--- config.mk ---
export PLATFORM = sky130hd
export DESIGN_NAME = wb_arbiter_n
export DESIGN_NICKNAME = d
export VERILOG_FILES = /design/src/rtl/wb_pkg.sv /design/src/rtl/wb_rr_pick.sv /design/src/rtl/wb_arbiter_n.sv
export SDC_FILE = /design/constraint.sdc
export NUM_CORES = 1
export LEC_CHECK = 0
export BUFFER_PORTS_ARGS = -buffer_cell sky130_fd_sc_hd__clkbuf_2
export CAP_MARGIN = 30
export CORE_AREA = 2 2 112 114
export CTS_CLUSTER_SIZE = 14
export DETAILED_ROUTE_END_ITERATION = 10
export DIE_AREA = 0 0 114 116
export GPL_TIMING_DRIVEN = 1
export HOLD_SLACK_MARGIN = 0.08
export PLACE_DENSITY = 0.52
export SYNTH_ARGS = -nofsm -noshare
export SYNTH_HDL_FRONTEND = slang
export SYNTH_SLANG_ARGS = --single-unit
--- constraint.sdc ---
create_clock -name clk_i -period 4 [get_ports clk_i]
set_input_delay 0.6 -clock clk_i [delete_from_list [all_inputs] [get_ports clk_i]]
set_output_delay 0.6 -clock clk_i [all_outputs]
set_load 0.03 [all_outputs]
--- src/rtl/wb_pkg.sv ---
// wb_pkg: shared state, mode encodings and index helper for the Wishbone arbiter
package wb_pkg;
  typedef enum logic [1:0] {IDLE, OWN, DRAIN} arb_state_t;
  localparam logic RR_FIXED = 1'b0;
  localparam logic RR_ROUND = 1'b1;
  localparam int PW = 3;
  function automatic logic [PW-1:0] onehot_to_idx(input logic [7:0] oh);
    logic [PW-1:0] idx;
    idx = '0;
    for (int i = 0; i < 8; i++) idx |= oh[i] ? PW'(i) : '0;
    return idx;
  endfunction
endpackage

--- src/rtl/wb_rr_pick.sv ---
// wb_rr_pick: one-hot fixed-priority or round-robin request picker
module wb_rr_pick
  import wb_pkg::*;
#(
  parameter int N = 2
) (
  input  logic [N-1:0]  i_req,
  input  logic [PW-1:0] i_ptr,
  input  logic          i_mode,
  output logic [N-1:0]  o_grant
);
  logic w_found;
  always_comb begin
    o_grant = '0;
    w_found = 1'b0;
    for (int i = 0; i < N; i++) begin
      int j;
      j = (i_mode == RR_ROUND) ? (int'(i_ptr) + 1 + i) % N : i;
      if (!w_found && i_req[j]) begin
        o_grant[j] = 1'b1;
        w_found = 1'b1;
      end
    end
  end
endmodule

--- src/rtl/wb_arbiter_n.sv ---
// wb_arbiter_n: N-master to 1-slave pipelined Wishbone arbiter with bounded
// outstanding strobes and ack draining after the owner abandons its cycle.
module wb_arbiter_n
  import wb_pkg::*;
#(
  parameter int NMASTERS = 2,
  parameter int AW       = 32,
  parameter int DW       = 32,
  parameter int RR_MODE  = 0,
  parameter int MAX_OUT  = 4
) (
  input  logic                     clk_i,
  input  logic                     rst_i,
  input  logic [NMASTERS-1:0]      m_cyc_i,
  input  logic [NMASTERS-1:0]      m_stb_i,
  input  logic [NMASTERS-1:0]      m_we_i,
  input  logic [NMASTERS*DW/8-1:0] m_sel_i,
  input  logic [NMASTERS*AW-1:0]   m_adr_i,
  input  logic [NMASTERS*DW-1:0]   m_dat_i,
  output logic [DW-1:0]            m_dat_o,
  output logic [NMASTERS-1:0]      m_ack_o,
  output logic [NMASTERS-1:0]      m_stall_o,
  output logic                     s_cyc_o,
  output logic                     s_stb_o,
  output logic                     s_we_o,
  output logic [DW/8-1:0]          s_sel_o,
  output logic [AW-1:0]            s_adr_o,
  output logic [DW-1:0]            s_dat_o,
  input  logic [DW-1:0]            s_dat_i,
  input  logic                     s_ack_i,
  input  logic                     s_stall_i,
  output logic [NMASTERS-1:0]      grant_o,
  output logic                     busy_o
);
  localparam int SW = DW / 8;
  localparam int CW = $clog2(MAX_OUT + 1);
  arb_state_t r_state, w_state_nxt;
  logic [NMASTERS-1:0] r_grant, w_grant_nxt, w_pick;
  logic [CW-1:0] r_cnt, w_cnt_nxt;
  logic [PW-1:0] r_ptr, w_ptr_nxt;
  logic w_own, w_full, w_gcyc, w_gstb, w_gwe, w_inc, w_dec;
  logic [SW-1:0] w_gsel;
  logic [AW-1:0] w_gadr;
  logic [DW-1:0] w_gdat;

  wb_rr_pick #(.N(NMASTERS)) u_pick (
    .i_req  (m_cyc_i),
    .i_ptr  (r_ptr),
    .i_mode ((RR_MODE != 0) ? RR_ROUND : RR_FIXED),
    .o_grant(w_pick)
  );

  // one-hot AND-OR mux of the owner's request signals
  always_comb begin
    w_gcyc = 1'b0;
    w_gstb = 1'b0;
    w_gwe  = 1'b0;
    w_gsel = '0;
    w_gadr = '0;
    w_gdat = '0;
    for (int k = 0; k < NMASTERS; k++) begin
      w_gcyc |= r_grant[k] & m_cyc_i[k];
      w_gstb |= r_grant[k] & m_stb_i[k];
      w_gwe  |= r_grant[k] & m_we_i[k];
      w_gsel |= {SW{r_grant[k]}} & m_sel_i[k*SW +: SW];
      w_gadr |= {AW{r_grant[k]}} & m_adr_i[k*AW +: AW];
      w_gdat |= {DW{r_grant[k]}} & m_dat_i[k*DW +: DW];
    end
  end

  assign w_own     = r_state == OWN;
  assign w_full    = r_cnt == CW'(MAX_OUT);
  assign s_cyc_o   = w_own ? w_gcyc : r_state == DRAIN;
  assign s_stb_o   = w_own & w_gcyc & w_gstb & ~w_full;
  assign s_we_o    = w_own & w_gwe;
  assign s_sel_o   = w_own ? w_gsel : '0;
  assign s_adr_o   = w_own ? w_gadr : '0;
  assign s_dat_o   = w_own ? w_gdat : '0;
  assign m_dat_o   = s_dat_i;
  assign m_ack_o   = w_own ? r_grant & {NMASTERS{s_ack_i}} : '0;
  assign m_stall_o = w_own ? ~(r_grant & {NMASTERS{~(s_stall_i | w_full)}}) : '1;
  assign grant_o   = r_grant;
  assign busy_o    = r_state != IDLE;
  assign w_inc     = s_stb_o & ~s_stall_i;
  // acks with nothing outstanding are stale and must not underflow
  assign w_dec     = s_ack_i & (r_cnt != '0);
  assign w_cnt_nxt = r_cnt + CW'(w_inc) - CW'(w_dec);

  always_comb begin
    w_state_nxt = r_state;
    w_grant_nxt = r_grant;
    w_ptr_nxt   = r_ptr;
    case (r_state)
      IDLE: if (|m_cyc_i) begin
        w_state_nxt = OWN;
        w_grant_nxt = w_pick;
        w_ptr_nxt   = (RR_MODE != 0) ? onehot_to_idx(8'(w_pick)) : r_ptr;
      end
      OWN: if (!w_gcyc) begin
        w_state_nxt = (r_cnt == '0) ? IDLE : DRAIN;
        w_grant_nxt = (r_cnt == '0) ? '0 : r_grant;
      end
      DRAIN: if (w_cnt_nxt == '0) begin
        w_state_nxt = IDLE;
        w_grant_nxt = '0;
      end
      default: w_state_nxt = IDLE;
    endcase
  end

  always_ff @(posedge clk_i or negedge rst_i) begin
    if (!rst_i) begin
      r_state <= IDLE;
      r_grant <= '0;
      r_cnt   <= '0;
      r_ptr   <= PW'(NMASTERS - 1);
    end else begin
      r_state <= w_state_nxt;
      r_grant <= w_grant_nxt;
      r_cnt   <= w_cnt_nxt;
      r_ptr   <= w_ptr_nxt;
    end
  end
endmodule

# Word level (Yosys, flattened, before mapping)
# Cells that the tools add are included.
# totals
ff_bits	7
elab_cells	72
inputBits	178
# op_classes
addsub	2
eq_ne	7
mux	18
n_reduce_logical	11
n_bitwise	31
# op_table
cell	count
AND 32 bit	4
2-to-1 mux 32 bit	2
OR 32 bit	2
2-to-1 mux 2 bit	10
AND 1 bit	12
one-hot mux 2 bit (3 select lines)	2
AND 4 bit	2
zero test 3 bit	2
nonzero test 3 bit	2
AND reduction 5 bit	1
AND 2 bit	2
2-to-1 mux 4 bit	1
!= test 2 x 1 -> 1 bit, second input constant	2
!= test 2 bit, second input constant	2
OR 1 bit	4
OR 4 bit	1
adder 3 x 1 -> 3 bit	1
equality test 3 bit, second input constant	1
2-to-1 mux 1 bit	3
inverter 1 bit	3
AND reduction 3 bit	1
subtractor 3 x 1 -> 3 bit	1
equality test 2 x 1 -> 1 bit, second input constant	1
equality test 2 bit, second input constant	1
6 further kinds	6

# Depth between registers and ports, before layout
# Gate-level depths: netlist of the first run.
# depth
word_depth	11
ltp_mapped	13
depth_no_buf	13

# Cells and area by module
# A second synthesis of the first run with hierarchy kept.
# unflattened
hier_cells	175
hier_area_um2	1483.9
# by_module_without_submodules
module	instances	area_per_inst_um2	cells_each
wb_arbiter_n	1	1453.9	171
wb_rr_pick	1	30.0	4

# Worst setup path before layout of the first run
# Ideal clock, no wire load.
# synth_path
path_kind	register to register
from	register r_grant[0] (netlist: grant_o[0])
to	register r_state[1]
period_less_slack_ns	3.009
stages_incl_launch_ff	13
path_buffers	0
arrival_time_ns	2.884
setup_ns	0.125
slack_ns	0.991
path_cell_list	dfrtp_1 -> a22o_1 -> nand2_1 -> nor2_1 -> nand2_1 -> ha_1 -> inv_1 -> ha_1 -> fa_1 -> xnor3_2 -> o31ai_4 -> nand2_1 -> mux2_4
# synth_between
elab_chain_cells	11
# synth_lines
item	line	source
start, declared	wb_arbiter_n.sv:38	logic [NMASTERS-1:0] r_grant, w_grant_nxt, w_pick;
start signal, assigned	wb_arbiter_n.sv:119	r_grant <= w_grant_nxt;
AND 1 bit	wb_arbiter_n.sv:62	w_gcyc |= r_grant[k] & m_cyc_i[k];
OR 1 bit	wb_arbiter_n.sv:62	
AND 1 bit	wb_arbiter_n.sv:74	assign s_stb_o = w_own & w_gcyc & w_gstb & ~w_full;
AND 1 bit (*) (2 in a row)	wb_arbiter_n.sv:74	
AND 1 bit (*)	wb_arbiter_n.sv:84	assign w_inc = s_stb_o & ~s_stall_i;
adder 3 x 1 -> 3 bit (*)	wb_arbiter_n.sv:87	assign w_cnt_nxt = r_cnt + CW'(w_inc) - CW'(w_dec);
subtractor 3 x 1 -> 3 bit (*)	wb_arbiter_n.sv:87	
named net w_cnt_nxt[2]	wb_arbiter_n.sv:39	logic [CW-1:0] r_cnt, w_cnt_nxt;
zero test 3 bit (*)	wb_arbiter_n.sv:103	DRAIN: if (w_cnt_nxt == '0) begin
!= test 2 x 1 -> 1 bit (no source line) (*)	-	
AND reduction 3 bit (no source line) (*)	-	
end signal, assigned	wb_arbiter_n.sv:118	r_state <= w_state_nxt;
end, declared	wb_arbiter_n.sv:37	arb_state_t r_state, w_state_nxt;
# The timed path passes the listed nets; every way through them passes the cells marked *.
# A chain may end at the register's enable or synchronous reset.

# Worst setup path after layout of the first run
# layout_path
from	register r_state[1]
to	register r_state[1]
# layout_between
elab_chain_cells	10
# layout_lines
item	line	source
equality test 2 x 1 -> 1 bit	wb_arbiter_n.sv:71	assign w_own = r_state == OWN;
AND 1 bit (3 in a row)	wb_arbiter_n.sv:74	
AND 1 bit	wb_arbiter_n.sv:84	
adder 3 x 1 -> 3 bit	wb_arbiter_n.sv:87	
subtractor 3 x 1 -> 3 bit	wb_arbiter_n.sv:87	
named net w_cnt_nxt[2]	wb_arbiter_n.sv:39	
zero test 3 bit	wb_arbiter_n.sv:103	
!= test 2 x 1 -> 1 bit (no source line)	-	
AND reduction 3 bit (no source line)	-	
# The timed path passes the listed nets, and every way through them passes these cells.

==> run_results.csv, run 1 <==
group,metric,value,unit
min_path,hold_path_class,"in -> async",
die,fp.dieArea,13200,um2
yosys,postSynth.asyncResetShare,1.00,
die,initial_core_util,0.121,
pwr,p_int,653,uW
yosys,yosysWarnings,0,
global_route,groute.usage.overall,0.0879,
critical_path,cp_data_arrival_time,3.28,ns
yosys,synth_commonest_cells,"70 x a22o_1, 32 x buf_4, 16 x clkbuf_1",
critical_path,critPathCaptureType,"flop",
sta,drv_slew,0,
pwr,netSwitchingPower,785,uW
global_route,grt_pass1_wl,9290,um
placed_design,place_congestion,0.774,
cts,htree_num_levels,1,
critical_path,cp_max_fo,8,
cts,cts_buffer_depth,2,
sta,finalCriticalPeriod,3.16,ns
routing,vias,2043,
placed_design,placed_area,2470,um2
sta,clock_skew,0.00127,ns
yosys,netlist_top_cells_area,"a22o_1 43%, buf_4 17%, dfrtp_1 12%, ha_1 5.2%, clkbuf_1 4.2%",
cts,insertion_delay,0.23,ns
cts,postCtsHoldBufs,0,
final_layout,final_nets,536,
yosys,synth_area,1440,um2
sta,hold_ws,0.201,ns
routing,antenna_left,0,
cts,post_cts_buffers,0,
global_route,grt_max_degree,44,
cts,root_buffer,"clkbuf_16",
yosys,yosysMostFrequentCell,"a22o_1",
global_route,grt_pass1_vias,1956,
final_layout,finalInstanceArea,2550,um2
yosys,yosysTopAreaCellShare,0.426,
pwr,leakage,1.51,nW
cts,cts_resized,0,
critical_path,r2r_slack,0.84,ns
yosys,synth_cells,168,
yosys,synth_ff_type,"dfrtp_1",
die,core,11900,um2
critical_path,start_kind,"flop",
cts,cts_made_buffers,3,
routing,drt_pre_antenna_iters,3,
cts,clock-sinks,7,
pwr,p_seq_frac,0.101,
die,rows,40,
sta,fin_setup_tns,0,ns
routing,drc,0,
sta,finalSetupViolCount,0,
global_route,antenna_found_initial,0,
final_layout,area_delta_synth_final,77.6,%
sta,slew-limit-headroom,0.601,
pwr,power,1.44,mW
run_status,outcome,"finished, final reports clean",
pwr,clkPwrFrac,0.118,
final_layout,drive_gt1_frac,0.677,
global_route,grt-ovfl-total,0,
placed_design,dp_hpwl,5980,um
routing,wl,6810,um
critical_path,crit_type,"reg -> reg",
routing,drt-initial-drc-count,50,
placed_design,port_buffers,223,
pwr,combPwrFrac,0.781,
die,ioPinCount,288,
routing,via_per_inst,4.11,
yosys,synth-seq-cells,7,
sta,rsz0062_at_grt,"no",
yosys,syn_nets,353,
cts,cts_tree,"yes",
yosys,yosysTopAreaCell,"a22o_1",
sta,worst_pin_slew,0.599,ns
pwr,vdd_ir_drop_max,0.324,mV
pwr,powerDensity,563,nW/um2
die,dieWidth,114,um
routing,wl_per_cell,13.7,um
critical_path,crit_required,4.11,ns
die,die_y,116,um
yosys,syn_area_per_cell,8.56,um2
job,cap_violations,0,
cts,path_clk_slew,0.04,ns
sta,fmax,316,MHz
sta,timing.final.crit_share,0.791,
yosys,synth_edf_count,0,
sta,hold_viol,0,
pwr,p_sw_frac,0.546,
yosys,synth_cell_types,24,
yosys,synth-seq-area-share,0.122,
final_layout,diodes,0,
## power groups by stage
stage                     logic [mW]  clock network [mW]  registers, mW
after floorplan                0.852                   0          0.149
after CTS                       1.14               0.175          0.146
after global placement          1.12                   0          0.143
after global routing            1.21               0.177          0.151
after detailed placement        1.13                   0          0.146
final                           1.12               0.170          0.145
## state kept, by name, indices dropped and copies added (netlist names)
register and cells:
grant_o 2, r_cnt 3, r_state 2
## layout make-up
type / count / area (um2)
fillers: 1341 / 9360
repair buffers: 226 / 1150
multi-input cells: 106 / 938
well taps: 147 / 184
flip-flops and latches: 7 / 175
clock buffers: 4 / 78.8
inverters: 7 / 26.3
## cell families after synthesis
group,count (synthesis),share of synthesized area
muxes,4,0.0331
adders and majority gates,7,0.0661
and+or+nand+nor,16,0.0574
AOI/OAI and AO/OA,78,0.478
DFF,7,0.122
buffers and inverters,55,0.227
xor gates and xnor gates,1,0.0165
## per-stage QoR
step                      instances  setup slack, ns   util
after floorplan                 168            0.991      -
after global placement          493            0.778  0.208
after CTS                       497            0.813  0.214
final                           497            0.837  0.214
after detailed placement        493            0.713  0.208
after global routing            497            0.603  0.214
## critical path: stages (launching register included)
cell and delay [ns]:
dfrtp_1 0.41, inv_1 0.09, ha_1 0.26, nand2_1 0.11
nor2_1 0.11, nand2_1 0.07, ha_1 0.28, inv_1 0.04
ha_1 0.18, fa_1 0.41, xnor3_2 0.41, o31ai_4 0.22
nand2_1 0.14, mux2_4 0.31
## routing by layer
layer  part of all wire  vias up  GRT usage
met5                  0        -          0
met4             0.0090        0     0.0228
met3              0.080       10    0.00889
met2               0.54      123      0.181
met1               0.37      929     0.0947
li1                   -      981          -
## cell usage in the layout, fill, tap and decap left out, drive strengths merged, types with 2 or more instances in the layout
master / instances
clkbuf: 227
a22o: 70
inv: 7
dfrtp: 7
ha: 6
nand2: 5
nor2: 4
mux2: 3
buf: 3
and2: 2
and3: 2
a22oi: 2
o31a: 2
## final timing paths
| path | startpoint | end | depth (start not counted) |
|---|---|---|---|
| worst max-delay path | r_state[1] | r_state[1] | 13 |
| worst min-delay path | rst_i | r_state[0] | 1 |
| worst max register to register | r_state[1] | r_state[1] | 13 |
| worst min register to register | grant_o[0] | grant_o[0] | 1 |
| max in group asynchronous | rst_i | r_cnt[0] | 1 |
| min in group clk_i | grant_o[0] | grant_o[0] | 1 |
(Power assumes the default switching activity.)
==> inputs of run 2 (changes only) <==
--- a/config.mk
+++ b/config.mk
@@ -7,13 +7,13 @@
 export LEC_CHECK = 0
 export BUFFER_PORTS_ARGS = -buffer_cell sky130_fd_sc_hd__clkbuf_2
 export CAP_MARGIN = 30
-export CORE_AREA = 2 2 112 114
+export CORE_AREA = 2 2 113 115
 export CTS_CLUSTER_SIZE = 14
 export DETAILED_ROUTE_END_ITERATION = 10
-export DIE_AREA = 0 0 114 116
+export DIE_AREA = 0 0 115 117
 export GPL_TIMING_DRIVEN = 1
 export HOLD_SLACK_MARGIN = 0.08
-export PLACE_DENSITY = 0.52
+export PLACE_DENSITY = 0.53
 export SYNTH_ARGS = -nofsm -noshare
 export SYNTH_HDL_FRONTEND = slang
 export SYNTH_SLANG_ARGS = --single-unit
==> constraint.sdc (replaced) <==
create_clock -name clk_i -period 2.6 [get_ports clk_i]
set_input_delay 0.39 -clock clk_i [delete_from_list [all_inputs] [get_ports clk_i]]
set_output_delay 0.39 -clock clk_i [all_outputs]
set_load 0.03 [all_outputs]
==> run 2 against run 1 <==
Effect of this change: the flow now finishes with violations (setup timing); worst hold slack improved by 0.32 ns; fmax is 16% higher; via count is 5.4% higher; register-to-register slack lost 0.95 ns; combinational power rose by 79%; critical path depth unchanged; clock power rose by 59%; sequential share of layout area is 0.47 points lower; critical path type unchanged; clock-buffer cell count decreased by 1; largest cell class unchanged; wire length down 3.4%.
==> run_results.csv, run 2 (synthesis gave the netlist of run 1 again) <==
group,metric,value,unit
final_layout,final_nets,559,
placed_design,dp_hpwl,5540,um
routing,antenna_left,0,
critical_path,crit_type,"reg -> reg",
cts,path_clk_slew,0.04,ns
critical_path,crit_start,"r_state[1]",
sta,fmax,368,MHz
critical_path,r2r_start,"r_state[1]",
routing,wl_per_cell,12.6,um
die,rows,41,
cts,cts_made_buffers,3,
cts,cts_buffer_depth,2,
global_route,grt_max_degree,37,
sta,finalSetupViolCount,4,
final_layout,top_register,"r_cnt",
die,ioPinCount,288,
sta,slew-limit-headroom,0.753,
job,cap_violations,0,
critical_path,cp_data_arrival_time,2.83,ns
sta,finalCriticalPeriod,2.72,ns
die,initial_core_util,0.117,
run_status,outcome,"finished, violations left",
sta,drv_slew,0,
placed_design,port_buffers,223,
global_route,grt_pass1_vias,1888,
min_path,hold_path_class,"in -> async",
critical_path,cp_common_cell,"ha_4",
sta,worst_slack,-0.116,ns
final_layout,largest_reg_flops,3,
critical_path,cp_max_fo,2,
final_layout,final_common_cell,"clkbuf_2",
routing,drt-initial-drc-count,39,
pwr,leakage,1.63,nW
cts,clock-sinks,7,
final_layout,drive_gt1_frac,0.729,
final_layout,area_delta_synth_final,93.4,%
critical_path,path_cells,"inv_2 -> ha_4 -> nand2_2 -> nor2_1 -> nand2_1 -> ha_4 -> inv_2 -> ha_4 -> fa_2 -> xnor3_2 -> o31ai_4 -> nand3_2 -> mux2_4",
die,dieWidth,115,um
critical_path,start_kind,"flop",
cts,htree_num_levels,1,
critical_path,slowest_stage,"dfrtp_1",
die,core,12300,um2
pwr,powerDensity,894,nW/um2
global_route,grt_pass1_wl,8750,um
sta,rsz0062_at_grt,"yes",
cts,root_buffer,"clkbuf_16",
sta,hold_ws,0.525,ns
cts,cts_tree,"yes",
routing,drt_pre_antenna_iters,4,
sta,clock_skew,0.00274,ns
final_layout,diodes,0,
pwr,power,2.48,mW
global_route,antenna_found_initial,0,
global_route,grt-ovfl-total,0,
run_status,violations,"setup timing",
die,die_y,117,um
critical_path,max_stage_delay,0.38,ns
routing,vias,2154,
critical_path,crit_required,2.72,ns
sta,worst_pin_slew,0.370,ns
final_layout,final_cell_mix,"223 x clkbuf_2, 70 x a22o_1, 24 x buf_4",
critical_path,crit_family,"adder cells",
placed_design,place_congestion,0.735,
pwr,vdd_ir_drop_max,0.537,mV
routing,wl,6580,um
routing,via_per_inst,4.12,
critical_path,path_buf_inv,2,
sta,hold_viol,0,
critical_path,critPathCaptureType,"flop",
routing,drc,0,
die,fp.dieArea,13500,um2
cts,insertion_delay,0.24,ns
sta,timing.final.crit_share,1.04,
global_route,groute.usage.overall,0.0806,
## run 2: final cells by class
| type | instances | area [um2] |
|---|---|---|
| timing repair buffer | 249 | 1320 |
| fill | 1354 | 9530 |
| sequential | 7 | 178 |
| clock inverter | 1 | 5.00 |
| inverter | 7 | 26.3 |
| clock buffer | 3 | 75.1 |
| multi-input combinational | 106 | 991 |
| tap | 150 | 188 |
## run 2: stage by stage
stage	TNS, ns	utilization	cell area [um2]	setup slack, ns	instances
finish	-0.326	0.226	2780	-0.116	523
global route	-0.636	0.226	2780	-0.196	523
CTS	-0.284	0.224	2760	-0.107	523
detailed placement	-0.843	0.212	2610	-0.250	511
global placement	-0.617	0.212	2610	-0.193	511
floorplan	-0.221	-	1470	-0.0863	168
## run 2: layer usage
layer  GRT usage  part of all wire  up-vias
met5           0                 0        -
met4      0.0209             0.010        0
met3      0.0124             0.078       11
met2       0.148              0.50      136
met1      0.0986              0.41      979
li1            -                 -     1028
## run 2: what timing repair did
item / in CTS / in global routing
pin swaps: 3 / 1
hold endpoints to repair: 7 / 0
setup endpoints to repair: 4 / 4
gates resized for setup: 2 / 3
buffers inserted: 7 / 0
hold buffers: 1 / 0
## run 2: power by group
part	leakage (nW)	internal, mW	switching [mW]
registers	0.0832	0.166	0.0460
logic	1.50	0.826	1.18
clock network	0.0409	0.203	0.0679
## run 2: final timing paths
path                         endpoint  slack (ns)  depth (start not counted)
max                        grant_o[0]       -0.12                         13
min                        r_state[0]        0.52                          2
max reg2reg                grant_o[0]       -0.12                         13
min reg2reg                grant_o[1]        0.65                          2
max in group asynchronous  grant_o[1]        1.89                          2
min in group clk_i         grant_o[1]        0.65                          2
